<file path="src/rtl/calc2_pkg.sv">
// ============================================================================
// calc2_pkg : shared types and constants for the CalcII per-port issuer
// Revision  : 1.0
// ============================================================================
`default_nettype none

package calc2_pkg;

  typedef logic [1:0]  tag_t;
  typedef logic [31:0] data_t;
  typedef logic [3:0]  cmd_t;
  typedef logic [1:0]  resp_t;

  localparam cmd_t CMD_NOP = 4'd0;
  localparam cmd_t CMD_ADD = 4'd1;
  localparam cmd_t CMD_SUB = 4'd2;
  localparam cmd_t CMD_SHL = 4'd5;
  localparam cmd_t CMD_SHR = 4'd6;

  localparam resp_t RESP_NONE = 2'd0;
  localparam resp_t RESP_OK   = 2'd1;
  localparam resp_t RESP_OVF  = 2'd2;
  localparam resp_t RESP_INV  = 2'd3;

  localparam int NUM_SLOTS = 4;

  localparam logic [1:0] ST_IDLE  = 2'd0;
  localparam logic [1:0] ST_CMD   = 2'd1;
  localparam logic [1:0] ST_OPND2 = 2'd2;

  typedef struct packed {
    logic  pending;
    logic  done;
    logic  timeout;
    cmd_t  cmd;
    resp_t resp;
    data_t data;
  } slot_t;

endpackage

`default_nettype wire

</file>
<file path="src/rtl/calc2_rsp_rob.sv">
// ============================================================================
// calc2_rsp_rob : 4-slot reorder buffer with capture, in-order retire, watchdog
// Revision      : 1.0
// ============================================================================
`default_nettype none

module calc2_rsp_rob
  import calc2_pkg::*;
#(
  parameter int TIMEOUT_CYCLES = 64
) (
  input  logic       c_clk,
  input  logic       reset,
  input  logic       alloc_valid,
  input  tag_t       alloc_tag,
  input  cmd_t       alloc_cmd,
  input  logic       opnd2_valid,
  input  tag_t       opnd2_tag,
  input  resp_t      out_resp,
  input  data_t      out_data,
  input  tag_t       out_tag,
  input  logic       rsp_ready,
  output logic       rsp_valid,
  output resp_t      rsp_resp,
  output data_t      rsp_data,
  output cmd_t       rsp_cmd,
  output tag_t       rsp_tag,
  output logic       rsp_timeout,
  output logic [2:0] outstanding,
  output logic       err_unexp_tag
);

  localparam logic [9:0] WD_LIMIT = 10'(TIMEOUT_CYCLES - 1);

  slot_t                slot_q [NUM_SLOTS];
  slot_t                slot_d [NUM_SLOTS];
  logic [NUM_SLOTS-1:0] armed_q, armed_d;
  tag_t                 head_q, head_d;
  logic [2:0]           count_q, count_d;
  logic [9:0]           wd_q, wd_d;
  logic                 err_q, err_d;

  slot_t head_slot;
  logic  retire, cap_ok, wd_run, wd_fire;

  always_comb begin
    head_slot = slot_q[head_q];
    retire    = head_slot.done && rsp_ready;
    cap_ok    = (out_resp != RESP_NONE) && slot_q[out_tag].pending && !slot_q[out_tag].done;
    err_d     = (out_resp != RESP_NONE) && !cap_ok;
    // The head only ages once its second request beat is on the bus.
    wd_run    = (count_q != 3'd0) && head_slot.pending && !head_slot.done &&
                (armed_q[head_q] || (opnd2_valid && (opnd2_tag == head_q)));
    wd_fire   = wd_run && (wd_q == WD_LIMIT) && !(cap_ok && (out_tag == head_q));

    slot_d  = slot_q;
    armed_d = armed_q;
    head_d  = head_q;
    wd_d    = wd_run ? (wd_q + 10'd1) : 10'd0;

    if (retire) begin
      slot_d[head_q]  = '0;
      armed_d[head_q] = 1'b0;
      head_d          = head_q + 2'd1;
      wd_d            = 10'd0;
    end
    if (alloc_valid) begin
      slot_d[alloc_tag]         = '0;
      slot_d[alloc_tag].pending = 1'b1;
      slot_d[alloc_tag].cmd     = alloc_cmd;
    end
    if (opnd2_valid) begin
      armed_d[opnd2_tag] = 1'b1;
    end
    if (cap_ok) begin
      slot_d[out_tag].done = 1'b1;
      slot_d[out_tag].resp = out_resp;
      slot_d[out_tag].data = out_data;
    end
    if (wd_fire) begin
      slot_d[head_q].done    = 1'b1;
      slot_d[head_q].timeout = 1'b1;
      slot_d[head_q].resp    = RESP_NONE;
      slot_d[head_q].data    = '0;
    end

    count_d = count_q + 3'(alloc_valid) - 3'(retire);
  end

  always_ff @(posedge c_clk or negedge reset) begin
    if (!reset) begin
      for (int i = 0; i < NUM_SLOTS; i++) begin
        slot_q[i] <= '0;
      end
      armed_q <= '0;
      head_q  <= '0;
      count_q <= '0;
      wd_q    <= '0;
      err_q   <= 1'b0;
    end else begin
      for (int i = 0; i < NUM_SLOTS; i++) begin
        slot_q[i] <= slot_d[i];
      end
      armed_q <= armed_d;
      head_q  <= head_d;
      count_q <= count_d;
      wd_q    <= wd_d;
      err_q   <= err_d;
    end
  end

  assign rsp_valid     = head_slot.done;
  assign rsp_resp      = head_slot.resp;
  assign rsp_data      = head_slot.data;
  assign rsp_cmd       = head_slot.cmd;
  assign rsp_tag       = head_q;
  assign rsp_timeout   = head_slot.timeout;
  assign outstanding   = count_q;
  assign err_unexp_tag = err_q;

endmodule

`default_nettype wire

</file>
<file path="src/rtl/calc2_req_issuer.sv">
// ============================================================================
// calc2_req_issuer : CalcII per-port op issuer with in-order result return
// Revision         : 1.0
// ============================================================================
`default_nettype none

module calc2_req_issuer
  import calc2_pkg::*;
#(
  parameter int MAX_OUTSTANDING = 4,
  parameter int TIMEOUT_CYCLES  = 64
) (
  input  logic        c_clk,
  input  logic        reset,
  input  logic        op_valid,
  output logic        op_ready,
  input  logic [3:0]  op_cmd,
  input  logic [31:0] op_data1,
  input  logic [31:0] op_data2,
  output logic [3:0]  req_cmd_in,
  output logic [31:0] req_data_in,
  output logic [1:0]  req_tag_in,
  input  logic [1:0]  out_resp,
  input  logic [31:0] out_data,
  input  logic [1:0]  out_tag,
  output logic        rsp_valid,
  input  logic        rsp_ready,
  output logic [1:0]  rsp_resp,
  output logic [31:0] rsp_data,
  output logic [3:0]  rsp_cmd,
  output logic [1:0]  rsp_tag,
  output logic        rsp_timeout,
  output logic [2:0]  outstanding,
  output logic        err_unexp_tag
);

  localparam logic [2:0] MAX_CNT = 3'(MAX_OUTSTANDING);

  logic [1:0] state_q, state_d;
  tag_t       next_tag_q, next_tag_d;
  tag_t       cur_tag_q, cur_tag_d;
  data_t      op2_q, op2_d;
  cmd_t       req_cmd_q, req_cmd_d;
  data_t      req_data_q, req_data_d;
  tag_t       req_tag_q, req_tag_d;
  logic       rdy_en_q;
  logic       hs;

  // rdy_en_q holds op_ready low until the first edge after reset release.
  assign op_ready = rdy_en_q && (state_q != ST_CMD) && (outstanding < MAX_CNT);
  assign hs       = op_valid && op_ready;

  always_ff @(posedge c_clk or negedge reset) begin
    if (!reset) begin
      state_q    <= ST_IDLE;
      next_tag_q <= '0;
      cur_tag_q  <= '0;
      op2_q      <= '0;
      req_cmd_q  <= CMD_NOP;
      req_data_q <= '0;
      req_tag_q  <= '0;
      rdy_en_q   <= 1'b0;
    end else begin
      state_q    <= state_d;
      next_tag_q <= next_tag_d;
      cur_tag_q  <= cur_tag_d;
      op2_q      <= op2_d;
      req_cmd_q  <= req_cmd_d;
      req_data_q <= req_data_d;
      req_tag_q  <= req_tag_d;
      rdy_en_q   <= 1'b1;
    end
  end

  always_comb begin
    state_d    = state_q;
    next_tag_d = next_tag_q;
    cur_tag_d  = cur_tag_q;
    op2_d      = op2_q;
    case (state_q)
      ST_CMD:  state_d = ST_OPND2;
      default: state_d = hs ? ST_CMD : ST_IDLE;
    endcase
    if (hs) begin
      next_tag_d = next_tag_q + 2'd1;
      cur_tag_d  = next_tag_q;
      op2_d      = op_data2;
    end
  end

  // Request beats are computed from the next state so the bus is registered.
  always_comb begin
    req_cmd_d  = CMD_NOP;
    req_data_d = '0;
    req_tag_d  = '0;
    case (state_d)
      ST_CMD: begin
        req_cmd_d  = op_cmd;
        req_data_d = op_data1;
        req_tag_d  = next_tag_q;
      end
      ST_OPND2: req_data_d = op2_q;
      default: ;
    endcase
  end

  assign req_cmd_in  = req_cmd_q;
  assign req_data_in = req_data_q;
  assign req_tag_in  = req_tag_q;

  calc2_rsp_rob #(
    .TIMEOUT_CYCLES(TIMEOUT_CYCLES)
  ) u_rob (
    .c_clk        (c_clk),
    .reset        (reset),
    .alloc_valid  (hs),
    .alloc_tag    (next_tag_q),
    .alloc_cmd    (op_cmd),
    .opnd2_valid  (state_q == ST_OPND2),
    .opnd2_tag    (cur_tag_q),
    .out_resp     (out_resp),
    .out_data     (out_data),
    .out_tag      (out_tag),
    .rsp_ready    (rsp_ready),
    .rsp_valid    (rsp_valid),
    .rsp_resp     (rsp_resp),
    .rsp_data     (rsp_data),
    .rsp_cmd      (rsp_cmd),
    .rsp_tag      (rsp_tag),
    .rsp_timeout  (rsp_timeout),
    .outstanding  (outstanding),
    .err_unexp_tag(err_unexp_tag)
  );

endmodule

`default_nettype wire

</file>
<file path="config.mk">
export PLATFORM = sky130hd
export DESIGN_NAME = calc2_req_issuer
export DESIGN_NICKNAME = d
export VERILOG_FILES = /design/src/rtl/calc2_pkg.sv /design/src/rtl/calc2_rsp_rob.sv /design/src/rtl/calc2_req_issuer.sv
export SDC_FILE = /design/constraint.sdc
export NUM_CORES = 1
export LEC_CHECK = 0
export BUFFER_PORTS_ARGS = -buffer_cell sky130_fd_sc_hd__buf_4
export CAP_MARGIN = 0
export CORE_AREA = 2 2 149 151
export CTS_CLUSTER_DIAMETER = 50
export CTS_CLUSTER_SIZE = 30
export DETAILED_ROUTE_END_ITERATION = 8
export DIE_AREA = 0 0 151 153
export PLACE_DENSITY = 0.83
export SYNTH_ARGS = -nofsm -noshare
export SYNTH_HDL_FRONTEND = slang
export SYNTH_SLANG_ARGS = --single-unit
</file>
<file path="constraint.sdc">
create_clock -name c_clk -period 3.6 [get_ports c_clk]
set_clock_uncertainty 0.15 [all_clocks]
set_input_delay 0.72 -clock c_clk [delete_from_list [all_inputs] [get_ports c_clk]]
set_output_delay 0.72 -clock c_clk [all_outputs]
set_load 0.02 [all_outputs]
</file>
# Word-level counts from Yosys, hierarchy flattened

Index checks and enable logic that the tools add are counted.
W data, S select, Z words.

Register bits after elaboration: 261
Output and inout bits: 85
Logic and storage cells: 153

$add $sub $neg: 5
Magnitude comparators: 11
Equality and inequality tests: 8
Multiplexer cells: 56
Bitwise gates (word level): 10
Reductions and logical operators: 26

Operators by type and width:

| cell                    | number |
|---|---|
| $bwmux W164             | 9 |
| $demux W41 S2           | 11 |
| $mux W164               | 4 |
| $and A164 B164 Y164     | 2 |
| $not A164 Y164          | 2 |
| $mux W41                | 7 |
| $bmux W41 S2            | 2 |
| $mux W40                | 2 |
| $mux W34                | 2 |
| $mux W32                | 2 |
| $pmux W32 S2            | 1 |
| $mux W39                | 1 |
| $mux W38                | 1 |
| $mux W10                | 2 |
| $logic_and A1 B1 Y1     | 19 |
| $mux W4                 | 3 |
| $add A10 B1 Y10 const B | 1 |
| $eq A10 B6 Y1 const B   | 1 |
| $ge A3 B3 Y1 const B    | 3 |
| $lt A3 B1 Y1 const B    | 3 |
| $not A2 Y3              | 3 |
| $lt A2 B3 Y1 const B    | 2 |
| $add A2 B1 Y2 const B   | 2 |
| $and A4 B4 Y4           | 1 |
| other kinds (18)        | 30 |

# Depth between registers and ports, before layout

Depth in word-level cells: 21
Gate-level depth with buffers: 11
Depth with buffers taken out: 9

# Hierarchy

From an unflattened synthesis, not the netlist that was laid out.

Cells, all modules: 864
Area, all modules: 11329.6 um2

By module, submodules not included:

| module           | instances | cells an instance | area each (um2) |
|---|---|---|---|
| calc2_rsp_rob    | 1         | 694               | 8379.3 |
| calc2_req_issuer | 1         | 170               | 2950.3 |

# Worst setup path after synthesis

OpenSTA, ideal clock, no wires.

Path type: reg2out
Start point: register u_rob.head_q[0], in the netlist u_rob.rsp_tag[0]
End point: output rsp_cmd[0]
Data arrival time: 2.069 ns
Setup slack: 0.661 ns
Cell stages (with the launch flop): 4
Buffers on the path: 2
Path through: dfrtp_1 clkbuf_1 buf_1 mux4_2

Word-level cells in the longest chain between the ends: 4

Ends and longest elaborated chain:

| what                                        | line                   | source |
|---|---|---|
| start: declaration                          | calc2_rsp_rob.sv:38    | `tag_t head_q, head_d;` |
| start signal: assignment                    | calc2_rsp_rob.sv:96    | `head_q <= '0;` |
| start signal: assignment                    | calc2_rsp_rob.sv:105   | `head_q <= head_d;` |
| $not A2 Y3 (implied by the code)            | calc2_rsp_rob.sv:47    | `head_slot = slot_q[head_q];` |
| $bmux W41 S2                                | calc2_rsp_rob.sv:47    |  |
| $mux W41 (implied by the code) (2 in a row) | calc2_rsp_rob.sv:47    |  |
| end: declaration                            | calc2_req_issuer.sv:30 | `output logic [3:0] rsp_cmd,` |

Every way passes these cells. The select of a mux whose other input is x is not followed.

# Worst setup path in the final report

Start point: register u_rob.head_q[0], in the netlist u_rob.rsp_tag[0]
End point: output rsp_data[24]

Word-level cells in the longest chain between the ends: 4

Ends and longest elaborated chain:

| what                                        | line                   | source |
|---|---|---|
| $not A2 Y3 (implied by the code)            | calc2_rsp_rob.sv:47    |  |
| $bmux W41 S2                                | calc2_rsp_rob.sv:47    |  |
| $mux W41 (implied by the code) (2 in a row) | calc2_rsp_rob.sv:47    |  |
| end: declaration                            | calc2_req_issuer.sv:29 | `output logic [31:0] rsp_data,` |

Every way passes these cells. The select of a mux whose other input is x is not followed.

==> flow_metrics.py <==
metrics = {
    "status": {
        "status": "complete, no violations",
    },
    "cts": {
        "post_cts_buffers": 0,
        "insertion_delay_ns": 0.55,
        "clkSinkCount": 261,
        "clock_path_buffers": 3,
        "numCtsBuffers": 29,
        "cts.clk_slew.worst_paths_ns": 0.07,
        "cts_tree": "built",
        "h-tree-depth": 1,
        "clock-root-buffer": "clkbuf_16",
    },
    "synth": {
        "synth_mux_area_frac": 0.111,
        "synth_seq_cells": 261,
        "syn_area_um2": 12000,
        "yosys.area_share.adder": 0.0131,
        "yosys-top-cells-area": "dfrtp_1 (54%), a21oi_2 (8.7%), mux4_2 (7.9%), nand3_1 (5.7%), nand2_1 (4.5%)",
        "synthArstFlopShare": 1.00,
        "synth_xor_area_frac": 0.0109,
        "synth_most_common_cell": "dfrtp_1",
        "synth_top_area_share": 0.542,
        "netlist_top_cells_count": "dfrtp_1 (261), nand2_1 (146), nand3_1 (138)",
        "synth_flop_cell": "dfrtp_1",
        "synth_compound_area_frac": 0.151,
        "synth.distinct_cells": 46,
        "synthSimpleGateAreaFrac": 0.132,
        "yosysWarnings": 0,
        "synth_top_area_cell": "dfrtp_1",
        "synth-edff-count": 0,
        "synthCells": 1020,
        "syn_avg_cell_area_um2": 11.8,
        "synth.yosys.seq_area_share": 0.542,
        "synth_top_family_by_area": "compound AO/OA/AOI/OAI gates",
        "synth_fp_nets": 1140,
    },
    "final_layout": {
        "drive_gt1_frac": 0.407,
        "num_antenna_cells": 0,
        "final_cells": 1497,
        "fillers": 1478,
        "layout.nets": 1315,
        "syn_to_final_growth_pct": 23.7,
    },
    "setup_path": {
        "path_max_fanout": 26,
        "endpoint": "rsp_data[24]",
        "reg2reg_depth": 6,
        "criticalPathCategory": "flip-flop to primary output",
        "startpoint": "u_rob.rsp_tag[0]$_DFFE_PN0N_",
        "rrSetupSlack_ns": 0.76,
        "crit_arrival_ns": 2.47,
        "endpoint_kind": "primary output",
        "r2r-end": "u_rob.slot_q[42]$_DFF_PN0_",
        "worst_ep_required_time_ns": 2.73,
        "r2r_start": "u_rob.slot_q[121]$_DFF_PN0_",
        "worstSetupStartpointType": "flip-flop",
    },
    "run": {
        "drv_cap": 0,
    },
    "timing": {
        "period_share": 0.928,
        "period_minus_slack_ns": 3.34,
        "maxSlewViolCount": 0,
        "slew_headroom": 0.257,
        "hold_viol": 0,
        "tightest_slew_ns": 1.11,
        "setup_viol": 0,
        "fin_setup_tns_ns": 0,
        "timing.fmax_mhz": 299,
        "grt_setup_unrepaired": "false",
    },
    "global_route": {
        "grt_pass1_wl_um": 50700,
        "grt_usage": 0.279,
        "grt_max_degree": 67,
        "grt_pass1_vias": 9566,
        "overflow": 0,
        "antenna_found_initial": 0,
    },
    "drt": {
        "firstDrtPassIters": 5,
        "wl_per_cell_um": 21.4,
        "first_iter_violations": 664,
        "viasPerCell": 6.09,
        "postRouteAntennaNets": 0,
        "vias": 9115,
        "drc_errors": 0,
        "drt-total-wl_um": 32000,
    },
    "floorplanning": {
        "boundaryPins": 193,
        "rows": 54,
        "chipWidth_um": 151,
        "fp.coreArea_um2": 21500,
        "design.die.area_um2": 23100,
        "die_y_um": 153,
        "initial_core_util": 0.561,
    },
    "pwr": {
        "peakVddDrop_mv": 0.487,
        "switchingPower_uw": 4610,
        "intPower_uw": 8240,
        "power_frac_comb": 0.379,
        "p_leak_uw": 0.00670,
        "p_per_area_nw_per_um2": 863,
        "pwr-share-clk": 0.245,
        "seq_power_share": 0.377,
        "power.share.switching": 0.359,
    },
    "worst_hold_path": {
        "hold_depth": 2,
        "hp-class": "primary input to flip-flop",
    },
    "placed_design": {
        "dp.cells": 1443,
        "io_buffers": 192,
        "hpwl_um": 20800,
        "place_congestion": 0.813,
    },
}
[layer usage]
metal	track usage	share of wire
met1	0.356	0.38
met2	0.474	0.51
met3	0.0528	0.076
met4	0.108	0.033
met5	0	0
[worst min-delay path by stage]
stage / slack, ns / start / end
3_3_place_gp: 0.30 / u_rob.slot_q[161]$_DFF_PN0_ / u_rob.slot_q[161]$_DFF_PN0_
6_report: 0.24 / op_data1[7] / req_data_in[7]$_DFF_PN0_
4_1_cts: 0.22 / op_data1[10] / req_data_in[10]$_DFF_PN0_
3_5_place_dp: 0.32 / u_rob.slot_q[38]$_DFF_PN0_ / u_rob.slot_q[38]$_DFF_PN0_
2_1_floorplan: 0.27 / reset / cur_tag_q[0]$_DFFE_PN0N_
5_1_grt: 0.23 / op_data1[14] / req_data_in[14]$_DFF_PN0_
[state kept, by name, indices dropped and copies added, names as in the netlist]
signal and cells:
req_data_in 32, cur_tag_q 2, u_rob.rsp_tag 2, op2_q 32, next_tag_q 2, req_cmd_in 4
u_rob.wd_q 10, u_rob.err_unexp_tag 1, state_q 2, req_tag_in 2, u_rob.outstanding 3, rdy_en_q 1
u_rob.slot_q 164, u_rob.armed_q 4
[stage by stage]
stage / hold WS (ns) / area, um2 / setup WS, ns / power (uW) / util
2_1_floorplan: 0.274 / 12000 / 0.661 / 7940 / -
3_3_place_gp: 0.305 / 13800 / 0.658 / 9470 / 0.644
3_5_place_dp: 0.322 / 13800 / 0.612 / 9700 / 0.644
4_1_cts: 0.225 / 14900 / 0.0670 / 12900 / 0.693
5_1_grt: 0.228 / 14900 / 0.124 / 13500 / 0.694
6_report: 0.238 / 14900 / 0.260 / 12900 / 0.694
[cell usage in the layout, fill, tap and decap left out, drive strengths merged, types with 5 or more instances in the layout]
cell / count
nor3: 7
and2: 7
inv: 21
mux4: 42
nor2: 14
clkinvlp: 6
ha: 11
clkinv: 8
nand3: 138
a21oi: 136
xor2: 5
nand2: 146
dfrtp: 261
buf: 230
nand2b: 6
clkbuf: 31
a22o: 51
a32o: 5
xnor2: 10
mux2: 32
[logic make-up (layout without fill, tap and decap cells)]
logic type	after synthesis	count (layout)
simple gates	335	335
flops	261	261
compound gates	215	215
buf+inv	104	301
mux	77	77
xor+xnor	15	15
fa+ha+maj	12	12
other cells	1	1
[worst max-delay path: stages, from the launching register on]
cell	delay, ns
dfrtp_4	0.71
buf_6	0.40
mux4_2	0.59
buf_4	0.18
[final cells by class]
class	instances	area, um2	area share
clock buffers	31	743	0.0499
well taps	280	350	0.0235
repair buffers	231	1820	0.122
clock inverters	22	299	0.0201
multi-input cells	655	5090	0.341
flip-flops and latches	261	6540	0.439
inverters	17	63.8	0.00428
[power groups by stage]
stage	combinational (uW)	sequential [uW]	clock (uW)
floorplan	3270	4670	0
global placement	4690	4780	0
detailed placement	4850	4850	0
CTS	4880	4820	3180
global route	5220	4960	3280
finish	4870	4840	3150
[timing repair]
item,in CTS,in global routing
gates resized for setup,0,1
endpoints found under the hold margin,52,0
hold buffers,1,0
endpoints found under the setup margin,0,9
No activity file was read; power rests on OpenSTA's default activity.
